File: src/rtl/axi_lite_decoder.sv
// axi_lite_decoder: registered one-hot slave select for the AXI-Lite AW and AR channels.
// The top REGION_BITS of each address pick the slave; indices >= NUM_SLAVES decode to zero (DECERR).
module axi_lite_decoder #(
    parameter int NUM_SLAVES  = 3,
    parameter int ADDR_WIDTH  = 32,
    parameter int REGION_BITS = 8
) (
    input  logic                  clk,
    input  logic                  resetn,
    input  logic [ADDR_WIDTH-1:0] i_axi_awaddr,
    input  logic [ADDR_WIDTH-1:0] i_axi_araddr,
    output logic [NUM_SLAVES-1:0] o_slave_select_write,
    output logic [NUM_SLAVES-1:0] o_slave_select_read
);

    logic [REGION_BITS-1:0] idx_w, idx_r;
    logic [NUM_SLAVES-1:0]  next_w, next_r;

    assign idx_w = i_axi_awaddr[ADDR_WIDTH-1 -: REGION_BITS];
    assign idx_r = i_axi_araddr[ADDR_WIDTH-1 -: REGION_BITS];

    // Only indices below NUM_SLAVES have a matching bit, so out-of-range indices fall out as all-zero.
    for (genvar g = 0; g < NUM_SLAVES; g++) begin : g_sel
        assign next_w[g] = idx_w == REGION_BITS'(g);
        assign next_r[g] = idx_r == REGION_BITS'(g);
    end

    always_ff @(posedge clk or negedge resetn) begin
        if (!resetn) begin
            o_slave_select_write <= '0;
            o_slave_select_read  <= '0;
        end else begin
            o_slave_select_write <= next_w;
            o_slave_select_read  <= next_r;
        end
    end

endmodule

File: config.mk
export PLATFORM = sky130hd
export DESIGN_NAME = axi_lite_decoder
export DESIGN_NICKNAME = d
export VERILOG_FILES = /design/src/rtl/axi_lite_decoder.sv
export SDC_FILE = /design/constraint.sdc
export NUM_CORES = 1
export LEC_CHECK = 0
export ABC_AREA = 1
export BUFFER_PORTS_ARGS = -buffer_cell sky130_fd_sc_hd__clkbuf_2
export CAP_MARGIN = 20
export CORE_MARGIN = 3
export CORE_UTILIZATION = 19
export CTS_BUF_LIST = sky130_fd_sc_hd__clkbuf_16
export DETAILED_ROUTE_END_ITERATION = 10
export GPL_ROUTABILITY_DRIVEN = 0
export PLACE_DENSITY = 0.76
export SYNTH_ARGS = -nofsm -noshare
export SYNTH_HDL_FRONTEND = slang
export SYNTH_SLANG_ARGS = --single-unit
File: constraint.sdc
create_clock -name clk -period 0.8 [get_ports clk]
set_clock_uncertainty 0.2 [all_clocks]
set_input_delay 0.04 -clock clk [delete_from_list [all_inputs] [get_ports clk]]
set_output_delay 0.04 -clock clk [all_outputs]
set_load 0.1 [all_outputs]
# Word level (Yosys, flattened, before mapping)
# Cells that the tools add are included.
[word_totals]
in_bits = 66
word_cells = 8
ff_bits = 6
out_inout_bits = 6
[classes]
n_reduce_logical = 2
eq_ne = 4
[op_table]
columns = ["operator", "n"]
rows = [
  ["8-bit by 1-bit == test with 1-bit output (second input constant)", 2],
  ["8-bit by 2-bit == test with 1-bit output (second input constant)", 2],
  ["8-bit logical NOT", 2],
]

# Logic depth before layout (Yosys ltp)
[depth]
word_depth = 1
depth_mapped = 4
mapped_depth_nobuf = 4

# Least setup slack after synthesis
# Ideal clock, no wire load.
[synth_timing]
kind = "reg2out"
startpoint = "reg o_slave_select_read[0]"
endpoint = "out o_slave_select_read[0]"
setup_slack_ns = -0.323
path_buffers = 0
path_stages_with_launch = 1
arrival_ns = 0.883
required_ns = 0.560
cell_sequence = "dfrtp_1"
[synth_rtl]
columns = ["element", "line_no", "source"]
rows = [
  ["from (decl)", "13", "output logic [NUM_SLAVES-1:0] o_slave_select_read"],
  ["from (signal assigned)", "34", "o_slave_select_read <= next_r;"],
]
# No word-level cell between the ends.

# Final worst setup path
[layout_timing]
startpoint = "reg o_slave_select_write[1]"
endpoint = "out o_slave_select_write[1]"
[layout_rtl]
columns = ["element", "line_no", "source"]
rows = [
  ["from (decl)", "12", "output logic [NUM_SLAVES-1:0] o_slave_select_write,"],
  ["from (signal assigned)", "33", "o_slave_select_write <= next_w;"],
]
# No word-level cell between the ends.

==> flow_summary_export.csv <==
group,metric,value,unit
final_layout,multi_input_area,103,um^2
yosys,syn_area_per_cell,7.44,um^2
power_and_ir_drop,powerDensity,1990,nW/um^2
yosys,yosysSeqAreaShare,56.1,%
clock_tree,clock_path_buffers,2,
detailed_routing,ant_nets,0,
yosys,async_flop_share,100,%
timing,slew_viol_final,0,
floorplan,dieHeight,43.5,um
worst_setup_path,cp-end-kind,"primary output",
yosys,synth_compound_area_share,0,%
yosys,synthAdderAreaFrac,0,%
timing,finalHoldViolations,12,
outcome,status,"finished with violations",
yosys,ys_ff_latch,6,
timing,rsz0062_at_grt,"yes",
timing,max_freq,0.906,GHz
worst_setup_path,max_stage_delay,470,ps
worst_setup_path,arrival,860,ps
yosys,yosysTopAreaCell,"dfrtp_1",
final_layout,final_util,49.2,%
yosys,synth_top_area_share,56.1,%
clock_tree,numCtsBuffers,3,
clock_tree,cts_resized,0,
final_layout,layout-area-overhead-vs-synth,123,%
clock_tree,postCtsSetupBuffers,0,
yosys,synthXorXnorAreaFrac,0,%
power_and_ir_drop,irDropWorstVdd,0.717,mV
worst_setup_path,slowest_stage,"dfrtp_4",
detailed_routing,detail_route.wl_per_cell,7.05,um
hold_path,whs_endpoint,"o_slave_select_write[2]$_DFF_PN0_",
worst_setup_path,crit_path_cell_trace,"buf_12",
yosys,muxShareOfSynthArea,0,%
grt,grt_pass1_wl,897,um
yosys,synth-simple-area-share,38.3,%
run,maxCapViolations,0,
floorplan,fp.coreArea,1220,um^2
grt,first_global_vias,243,
outcome,violations,"hold timing, setup timing",
timing,timing.final.crit_share,138,%
timing,max_slew.worst_pin.slew,142,ps
grt,grt_usage,7.15,%
detailed_routing,drtIter0Drc,1,
yosys,synth_edf_count,0,
worst_setup_path,worstPathRequired,560,ps
floorplan,io_pins,72,
grt,grt_overflow_total,0,
clock_tree,cts-root-buf,"clkbuf_16",
hold_path,min_path_type,"input pin to flop",
worst_setup_path,start_kind,"flop",
detailed_routing,vias_per_cell,3.66,
worst_setup_path,worstSetupPathType,"flop to primary output",
power_and_ir_drop,finalPower,1.19,mW
clock_tree,cts_max_level,1,
yosys,synth.area.top_cells,"dfrtp_1 (56%), nor2_1 (22%), nand2_1 (11%)",
detailed_routing,dr.pass1.iters,2,
power_and_ir_drop,p_leak,0.286,nW
yosys,synth_top_family_by_area,"simple AND/OR/NAND/NOR gates",
timing,worst_slack,-304,ps
final_layout,stdcell_count,77,
detailed_routing,vias,282,
worst_setup_path,path_buf_inv,1,
yosys,synthesis.nets,102,
yosys,synthFlopType,"dfrtp_1",
placement,dp.cells,73,
timing,fin_crit,1100,ps
timing,slew_headroom,90.6,%
yosys,synth.distinct_cells,5,
grt,grt_max_degree,7,
hold_path,worstHoldStart,"i_axi_awaddr[26]",
yosys,yosysMostFrequentCell,"nor2_1",
timing,worst_hold_slack,-141,ps
timing,setup_viol,6,
final_layout,drive_gt1_share,54.0,%
floorplan,dieArea,1900,um^2
clock_tree,path_clk_slew,30,ps
grt,antenna_found_initial,0,
yosys,synth_common_cells,"nor2_1 (16), nand2_1 (8), dfrtp_1 (6)",
final_layout,antenna_cells,0,
floorplan,die_w,43.5,um
final_layout,fillers,108,
worst_setup_path,cpLargestDelayFamily,"flip-flops",
yosys,yosysWarnings,0,
final_layout,ff_latch_area,173,um^2
placement,port_buffers,23,
yosys,netlist_area,268,um^2
clock_tree,cts_hold_buf,1,
floorplan,placementRows,12,
final_layout,nNetsFinal,131,
detailed_routing,wl,543,um
clock_tree,cts_tree,"built",
hold_path,min_path_cells,4,
detailed_routing,drc,0,
yosys,synthCells,36,
floorplan,start_util,22.0,%
placement,place_hpwl,482,um
worst_setup_path,crit_fanout,1,
clock_tree,clock_sinks,6,
[report_power, final]
part / leakage [nW] / total, mW / internal, mW / switching, mW
logic: 0.177 / 0.0930 / 0.0481 / 0.0449
clock network: 0.0370 / 0.788 / 0.639 / 0.149
registers: 0.0718 / 0.308 / 0.307 / 0.000752
[worst max-delay path by stage]
stage	startpoint	slack, ps	to	depth (start not counted)
finish	o_slave_select_write[1]$_DFF_PN0_	-300	o_slave_select_write[1]	1
global route	o_slave_select_write[0]$_DFF_PN0_	-320	o_slave_select_write[0]	1
CTS	o_slave_select_write[1]$_DFF_PN0_	-310	o_slave_select_write[1]	1
detailed placement	o_slave_select_write[1]$_DFF_PN0_	-70	o_slave_select_write[1]	1
global placement	o_slave_select_write[2]$_DFF_PN0_	-70	o_slave_select_write[2]	1
floorplan	o_slave_select_read[0]$_DFF_PN0_	-30	o_slave_select_read[0]	0
[flip-flops by register name (all words and copies together), names as in the netlist]
name,count
o_slave_select_write,3
o_slave_select_read,3
[stage by stage]
step	instance area, um^2	TNS, ps	hold WS, ps	worst slack [ps]
6_report	598	-1810	-141	-304
5_1_grt	598	-1890	-114	-318
4_1_cts	598	-1850	-139	-309
3_5_place_dp	513	-409	-331	-69.8
3_3_place_gp	513	-398	-338	-66.4
2_1_floorplan	290	-193	-456	-32.2
[timing repair]
action	CTS	global route
pin swaps	0	0
setup endpoints to repair	6	6
endpoints found under the hold margin	12	6
[placed cells by master (no fill, tap or decap)]
cell,n
buf_12,6
nor2_2,2
nor2_1,16
inv_1,4
dlygate4sd3_1,1
nand2_1,8
clkbuf_2,17
clkbuf_16,3
dfrtp_4,6
[layer usage]
layer	GRT usage [%]	up-vias	wire, um
met4	12.7	0	19
met1	7.71	102	221
li1	-	159	-
met3	2.49	2	65
met2	7.85	19	237
met5	0	-	0
[area by class of cell]
type / count / share of cell area, %
Inverter: 4 / 2.51
Tap cell: 14 / 2.93
Multi-Input combinational cell: 26 / 17.2
Clock buffer: 3 / 12.6
Sequential cell: 6 / 28.9
Timing Repair Buffer: 24 / 36.0
[kinds of logic (layout without fill, tap and decap cells)]
kind of cell / after synthesis / after routing
DFF: 6 / 6
and+or+nand+nor: 26 / 26
buffers and inverters: 4 / 31
No activity file was read; power rests on OpenSTA's default activity.
